File: src/rtl/demux_1x4.sv
// Registered 1-to-4 demultiplexer.
// D is routed to lane s of Y through a two-level tree of 1-to-2 demux cells. Unselected lanes
// are zero. The result is registered, so Y follows the sampled D/s one clock later.
// Lane k occupies Y[k*WIDTH +: WIDTH].
module demux_1x4 #(
   parameter int unsigned WIDTH = 1
) (
   input  logic                 clk,
   input  logic                 rst_n,
   input  logic                 en,
   input  logic [WIDTH-1:0]     D,
   input  logic [1:0]           s,
   output logic [4*WIDTH-1:0]   Y
);

   // Stage 1 branch outputs
   logic [WIDTH-1:0] lo;
   logic [WIDTH-1:0] hi;

   // Stage 2 leaf outputs (one per lane)
   logic [WIDTH-1:0] lane0;
   logic [WIDTH-1:0] lane1;
   logic [WIDTH-1:0] lane2;
   logic [WIDTH-1:0] lane3;

   logic [4*WIDTH-1:0] y_d;
   logic [4*WIDTH-1:0] y_q;

   // Stage 1 1x2 cell: split D on the upper select bit
   always_comb begin
      lo = '0;
      hi = '0;
      if (s[1]) begin
         hi = D;
      end else begin
         lo = D;
      end
   end

   // Stage 2 1x2 cells: split each branch on the lower select bit
   always_comb begin
      lane0 = '0;
      lane1 = '0;
      lane2 = '0;
      lane3 = '0;
      if (s[0]) begin
         lane1 = lo;
         lane3 = hi;
      end else begin
         lane0 = lo;
         lane2 = hi;
      end
   end

   // Pack the lanes into the output word, lane 0 in the least significant slice
   always_comb begin
      y_d = {lane3, lane2, lane1, lane0};
   end

   // Output register: synchronous reset wins over enable; en=0 holds the last result
   always_ff @(posedge clk) begin
      if (!rst_n) begin
         y_q <= '0;
      end else if (en) begin
         y_q <= y_d;
      end
   end

   assign Y = y_q;

endmodule

File: config.mk
export PLATFORM = sky130hd
export DESIGN_NAME = demux_1x4
export DESIGN_NICKNAME = d
export VERILOG_FILES = /design/src/rtl/demux_1x4.sv
export SDC_FILE = /design/constraint.sdc
export NUM_CORES = 1
export LEC_CHECK = 0
export ABC_CLOCK_PERIOD_IN_PS = 900
export BUFFER_PORTS_ARGS = -buffer_cell sky130_fd_sc_hd__buf_2
export CAP_MARGIN = 30
export CORE_AREA = 4 4 41 43
export CTS_BUF_LIST = sky130_fd_sc_hd__clkbuf_16
export DETAILED_ROUTE_END_ITERATION = 8
export DIE_AREA = 0 0 45 47
export HOLD_SLACK_MARGIN = 0.05
export PLACE_DENSITY = 0.35
export SKIP_LAST_GASP = 1
export SLEW_MARGIN = 10
export SYNTH_ARGS = -nofsm -noshare
export SYNTH_HDL_FRONTEND = slang
export SYNTH_SLANG_ARGS = --single-unit
File: constraint.sdc
create_clock -name clk -period 0.9 [get_ports clk]
set_clock_uncertainty 0.05 [all_clocks]
set_input_delay 0.18 -clock clk [delete_from_list [all_inputs] [get_ports clk]]
set_output_delay 0.18 -clock clk [all_outputs]
set_load 0.05 [all_outputs]
# After elaboration in Yosys (flattened, before gate mapping)
# Index checks and enable logic that the tools add are counted.
# totals
input_bits	6
ff_bits	4
# op_classes
muxes	6
# op_table
op	count
2-to-1 mux 1 bit	6

# Logic depth before layout (Yosys ltp)
# Gate-level depths: netlist (run 1).
# logic_depth
ltp_word	2
mapped_depth	2
ltp_nobuf	2

# Worst setup path before layout (run 1)
# No wires, ideal clock.
# synth_path
path_kind	register -> register
startpoint	register, netlist name Y[0]
endpoint	register y_q[0], in the netlist Y[0]
required_time_ns	0.792
path_slack_ns	-0.093
synth_period_minus_slack_ns	0.993
t_arrival_ns	0.886
path_stages_with_launch	3
path_cell_list	dfxtp_1 > nor2b_1 > o21a_1
# synth_lines
element	line_no	rtl
to (signal assigned)	65	y_q <= y_d;
to (decl)	27	logic [4*WIDTH-1:0] y_q;

# Worst setup path in the final report (run 1)
# layout_path
startpoint	register y_q[0], in the netlist Y[0]
endpoint	output Y[0]
# layout_lines
element	line_no	rtl
to (decl)	13	output logic [4*WIDTH-1:0] Y
# No word-level cell between the ends.

==> results of run 1 <==
layer usage:
metal	vias up	track usage
li1	89	-
met1	78	0.06122
met2	9	0.07062
met3	2	0.05747
met4	0	0.05263
met5	-	0
repair_timing:
| action | CTS | global route |
|---|---|---|
| gates resized for setup | 10 | 2 |
| endpoints found under the setup margin | 4 | 4 |
| pin swaps | 0 | 0 |
| hold endpoints to repair | 0 | 0 |
| buffers inserted | 1 | 0 |
synth_stat cells:
master    number  share of area
nand4_1        1          0.037
and4bb_1       1          0.073
nand2b_1       3           0.11
o21a_1         1          0.044
a21boi_1       3           0.13
nor2b_1        1          0.037
nand4b_1       2           0.10
dfxtp_1        4           0.47
per-stage QoR:
stage	area (sq um)	worst slack [ns]	TNS, ns	power [mW]	instances
floorplan	176.4	0.04367	0	0.2158	16
global placement	247.7	0.07280	0	0.2438	41
detailed placement	247.7	0.06108	0	0.2441	41
CTS	362.8	-0.03649	-0.1329	0.9559	45
global route	370.4	-0.05140	-0.1886	0.9907	45
finish	370.4	-0.03313	-0.1140	0.9433	45
report_power, final:
part	total [mW]	internal, mW	switching (mW)
logic	0.0659	0.0333	0.0326
registers	0.188	0.184	0.00367
clock network	0.690	0.567	0.122
total	0.943	0.785	0.159
final cells by class:
class	instances	area share
clock buffers	3	0.2027
multi-input cells	12	0.2466
flip-flops and latches	4	0.2297
well taps	15	0.05068
repair buffers	11	0.2703
cells by family after synthesis:
kind of cell | count (synthesis) | synth area share
flops | 4 | 0.4672
compound gates | 4 | 0.1752
simple gates | 8 | 0.3577
cell usage in the layout (no fill, tap or decap), drive strengths merged:
| cell type | n |
|---|---|
| a21boi | 3 |
| and4bb | 1 |
| buf | 11 |
| clkbuf | 3 |
| dfxtp | 4 |
| nand2b | 3 |
| nand4 | 1 |
| nand4b | 2 |
| nor2b | 1 |
| o21a | 1 |
worst max path at each step:
stage                     startpoint    to  slack, ns
after global routing            Y[0]  Y[0]      -0.05
final                           Y[0]  Y[0]      -0.03
after global placement             D  Y[0]       0.07
after CTS                       Y[1]  Y[1]      -0.04
after floorplan                 Y[0]  Y[0]       0.04
after detailed placement          en  Y[2]       0.06
==> results.py, run 1 <==
metrics = {
    "outcome": {
        "status": "finished with violations",
        "violations": "negative setup slack",
    },
    "global_route": {
        "antenna_found_initial": 0,
        "grt-ovfl-total": 0,
        "grt_start_max_net_pins": 6,
        "grt_first_pass_wirelength_um": 793,
        "grt_pass1_vias": 188,
        "grt_usage": 0.05998,
    },
    "synth": {
        "synth_cells": 16,
        "synth_warnings": 0,
        "ys_types": 8,
        "seq_area_frac_synth": 0.4672,
        "ys_ff_latch": 4,
        "syn-cell-area_sq_um": 171.4,
        "syn-num-nets": 22,
        "avgSynthCellArea_sq_um": 10.71,
    },
    "floorplanning": {
        "core_sq_um": 1301,
        "io_pins": 10,
        "num_rows": 13,
        "dieArea_sq_um": 2115,
        "die_y_um": 47,
        "die_x_um": 45,
        "start_util": 0.1317,
    },
    "clock_tree": {
        "insertion_delay_ns": 0.22,
        "clk_pin_slew_worst_paths_ns": 0.03,
        "clockBufferDepth": 2,
        "clock-sinks": 4,
        "root_buffer": "clkbuf_16",
        "cts_tree": "yes",
        "cts_hold_buf": 0,
        "numCtsBuffers": 3,
        "htreeDepth": 1,
    },
    "critical_path": {
        "cp-start-kind": "flop",
        "reg2reg_depth": 2,
        "worstPathCellList": "buf_8",
        "path_max_fanout": 2,
        "reg2reg_to": "Y[0]",
        "path_depth": 1,
        "reg2reg_slack_ns": 0.14,
        "critPathSlowestCell": "dfxtp_2",
        "r2r_start": "Y[0]",
        "worst_setup_path_end_kind": "output pin",
        "cp.required_ns": 0.67,
        "cp_num_buf_inv": 1,
        "critical_path.max_stage_delay_ns": 0.34,
        "path_class": "reg2out",
        "worstPathArrival_ns": 0.70,
        "critPathTopFamily": "flip-flops",
    },
    "timing": {
        "fmax_mhz": 1072,
        "slew_viol_final": 0,
        "relSlewSlack": 0.9309,
        "hold_viol": 0,
        "tightest_slew_ns": 0.1034,
        "rsz0062_at_grt": "true",
        "period_share": 1.037,
        "min_period_ns": 0.9331,
        "setup_viol": 4,
        "setup_slack_ns": -0.03313,
        "timing.hold.ws_ns": 0.1592,
    },
    "drt": {
        "drc": 0,
        "routedWlPerCell_um": 10.91,
        "top_layer": "met4",
        "drt-total-wl_um": 491,
        "postRouteAntennaNets": 0,
        "vias": 178,
        "avgViaCountPerCell": 3.956,
        "dr_wl_met3_um": 54,
        "met1_length_um": 204,
        "drt_iter0_drc": 1,
        "met2_length_um": 222,
        "dr.pass1.iters": 2,
    },
    "layout": {
        "diodes": 0,
        "fillers": 150,
        "fin_util": 0.2846,
        "area_delta_synth_final_pct": 116.1,
        "largest_reg_flops": 4,
        "drive_above_1_share": 0.6000,
        "seq_area_sq_um": 85.08,
        "final_nets": 38,
        "multi_input_area_sq_um": 91.34,
    },
    "min_path": {
        "hold_class": "in2reg",
        "hold_depth": 2,
        "whs_endpoint": "Y[0]",
        "hold_start": "rst_n",
    },
    "pwr": {
        "powerDensity_nw_per_um2": 2547,
        "p_leak_nw": 0.1553,
        "ir_worst_vdd_mv": 0.9544,
    },
    "run": {
        "max_cap_viol_count": 0,
    },
    "placement": {
        "place.gp.congestion": 0.6844,
        "numPortBuffers": 9,
    },
}
No activity file was read; power rests on OpenSTA's default activity.
==> run 2: changes to the inputs <==
--- a/config.mk
+++ b/config.mk
@@ -13,7 +13,6 @@
 export DETAILED_ROUTE_END_ITERATION = 8
 export DIE_AREA = 0 0 45 47
 export HOLD_SLACK_MARGIN = 0.05
-export PLACE_DENSITY = 0.35
 export SKIP_LAST_GASP = 1
 export SLEW_MARGIN = 10
 export SYNTH_ARGS = -nofsm -noshare
==> results.py, run 2 (synthesis gave the netlist of run 1 again) <==
metrics = {
    "timing": {
        "relSlewSlack": 0.9237,
        "tightest_slew_ns": 0.1144,
        "setup_viol": 4,
        "period_share": 1.036,
        "timing.hold.ws_ns": 0.1568,
        "slew_viol_final": 0,
        "setup_slack_ns": -0.03206,
        "fmax_mhz": 1073,
        "min_period_ns": 0.9321,
        "rsz0062_at_grt": "true",
        "fin_tns_setup_ns": -0.1095,
        "hold_viol": 0,
    },
    "outcome": {
        "status": "finished with violations",
        "violations": "negative setup slack",
    },
    "placement": {
        "numPortBuffers": 9,
        "place.gp.congestion": 0.6062,
        "dp_slack_ns": 0.05055,
        "placed_cells": 40,
    },
    "run": {
        "max_cap_viol_count": 0,
    },
    "layout": {
        "fillers": 140,
        "final_cell_mix": "buf_2 (5), dfxtp_2 (4), buf_8 (4)",
        "area_delta_synth_final_pct": 111.7,
        "fin_cells": 44,
        "largest_reg_flops": 4,
        "drive_above_1_share": 0.5862,
        "diodes": 0,
        "final_nets": 37,
        "final_common_cell": "buf_2",
    },
    "global_route": {
        "grt_use_met1": 0.06834,
        "grt_first_pass_wirelength_um": 814,
        "top_usage_layer": "met2",
        "grt_start_max_net_pins": 9,
        "grtUsageMet2": 0.07062,
        "antenna_found_initial": 0,
        "grtUsageMet3": 0.04981,
        "grt_usage": 0.06324,
        "grt_pass1_vias": 183,
        "grt-ovfl-total": 0,
    },
    "critical_path": {
        "critical_path.max_stage_delay_ns": 0.33,
        "reg2reg_depth": 2,
        "r2r_start": "Y[0]",
        "critPathTopFamily": "flip-flops",
        "cp_num_buf_inv": 1,
        "reg2reg_to": "Y[0]",
        "cp-start-kind": "flop",
        "reg2reg_slack_ns": 0.14,
        "worstPathArrival_ns": 0.70,
        "path_class": "reg2out",
        "cp.required_ns": 0.67,
        "worstPathCellList": "buf_8",
        "critPathSlowestCell": "dfxtp_2",
        "worst_setup_path_end_kind": "output pin",
        "path_max_fanout": 2,
    },
    "clock_tree": {
        "htreeDepth": 1,
        "clk_pin_slew_worst_paths_ns": 0.03,
        "clock-sinks": 4,
        "clockBufferDepth": 2,
        "cts_tree": "yes",
        "numCtsBuffers": 3,
        "cts_hold_buf": 0,
        "root_buffer": "clkbuf_16",
        "insertion_delay_ns": 0.22,
    },
    "drt": {
        "routedWlPerCell_um": 10.09,
        "drt-total-wl_um": 444,
        "vias": 166,
        "dr.pass1.iters": 2,
        "avgViaCountPerCell": 3.773,
        "drc": 0,
        "postRouteAntennaNets": 0,
        "drt_iter0_drc": 2,
    },
    "floorplanning": {
        "die_y_um": 47,
        "dieArea_sq_um": 2115,
        "start_util": 0.1317,
        "die_x_um": 45,
        "num_rows": 13,
        "core_sq_um": 1301,
        "io_pins": 10,
    },
    "min_path": {
        "hold_depth": 2,
        "hold_class": "in2reg",
        "whs_endpoint": "Y[0]",
        "hold_start": "rst_n",
    },
    "pwr": {
        "powerDensity_nw_per_um2": 2570,
        "ir_worst_vdd_mv": 0.8695,
        "p_leak_nw": 0.1504,
    },
}
run 2: worst max path at each step:
stage | startpoint | endpoint | slack, ns | depth (start not counted)
2_1_floorplan | Y[0] | Y[0] | 0.04 | 2
3_3_place_gp | en | Y[0] | 0.05 | 3
3_5_place_dp | en | Y[0] | 0.05 | 3
4_1_cts | Y[1] | Y[1] | -0.03 | 1
5_1_grt | Y[1] | Y[1] | -0.05 | 1
6_report | Y[1] | Y[1] | -0.03 | 1
run 2: where the power goes:
part | switching (mW) | total, mW | internal [mW] | leakage [nW]
Sequential | 0.00369 | 0.188 | 0.184 | 0.0343
Combinational | 0.0317 | 0.0622 | 0.0305 | 0.0791
Clock | 0.116 | 0.683 | 0.567 | 0.0370
Total | 0.151 | 0.933 | 0.781 | 0.150
run 2: layer usage:
layer  part of all wire  vias up
met3               0.14        0
met4                  0        0
met2               0.36        9
met5                  0        -
met1               0.50       70
li1                   -       87
run 2: final cells by class:
class	instances	area (sq um)	share of cell area
Clock buffer	3	75.07	0.2069
Timing Repair Buffer	10	92.59	0.2552
Multi-Input combinational cell	12	91.34	0.2517
Tap cell	15	18.77	0.05172
Sequential cell	4	85.08	0.2345
run 2: through the flow:
step	instance area [sq um]	power, mW	util
3_3_place_gp	240.2	0.2404	0.1846
2_1_floorplan	176.4	0.2158	-
3_5_place_dp	240.2	0.2403	0.1846
4_1_cts	347.8	0.9475	0.2673
5_1_grt	362.8	0.9739	0.2788
6_report	362.8	0.9325	0.2788
run 2: timing repair:
action	CTS	global route
setup buffers	0	1
gates resized for setup	10	2
endpoints found under the setup margin	4	4
gates cloned	0	0
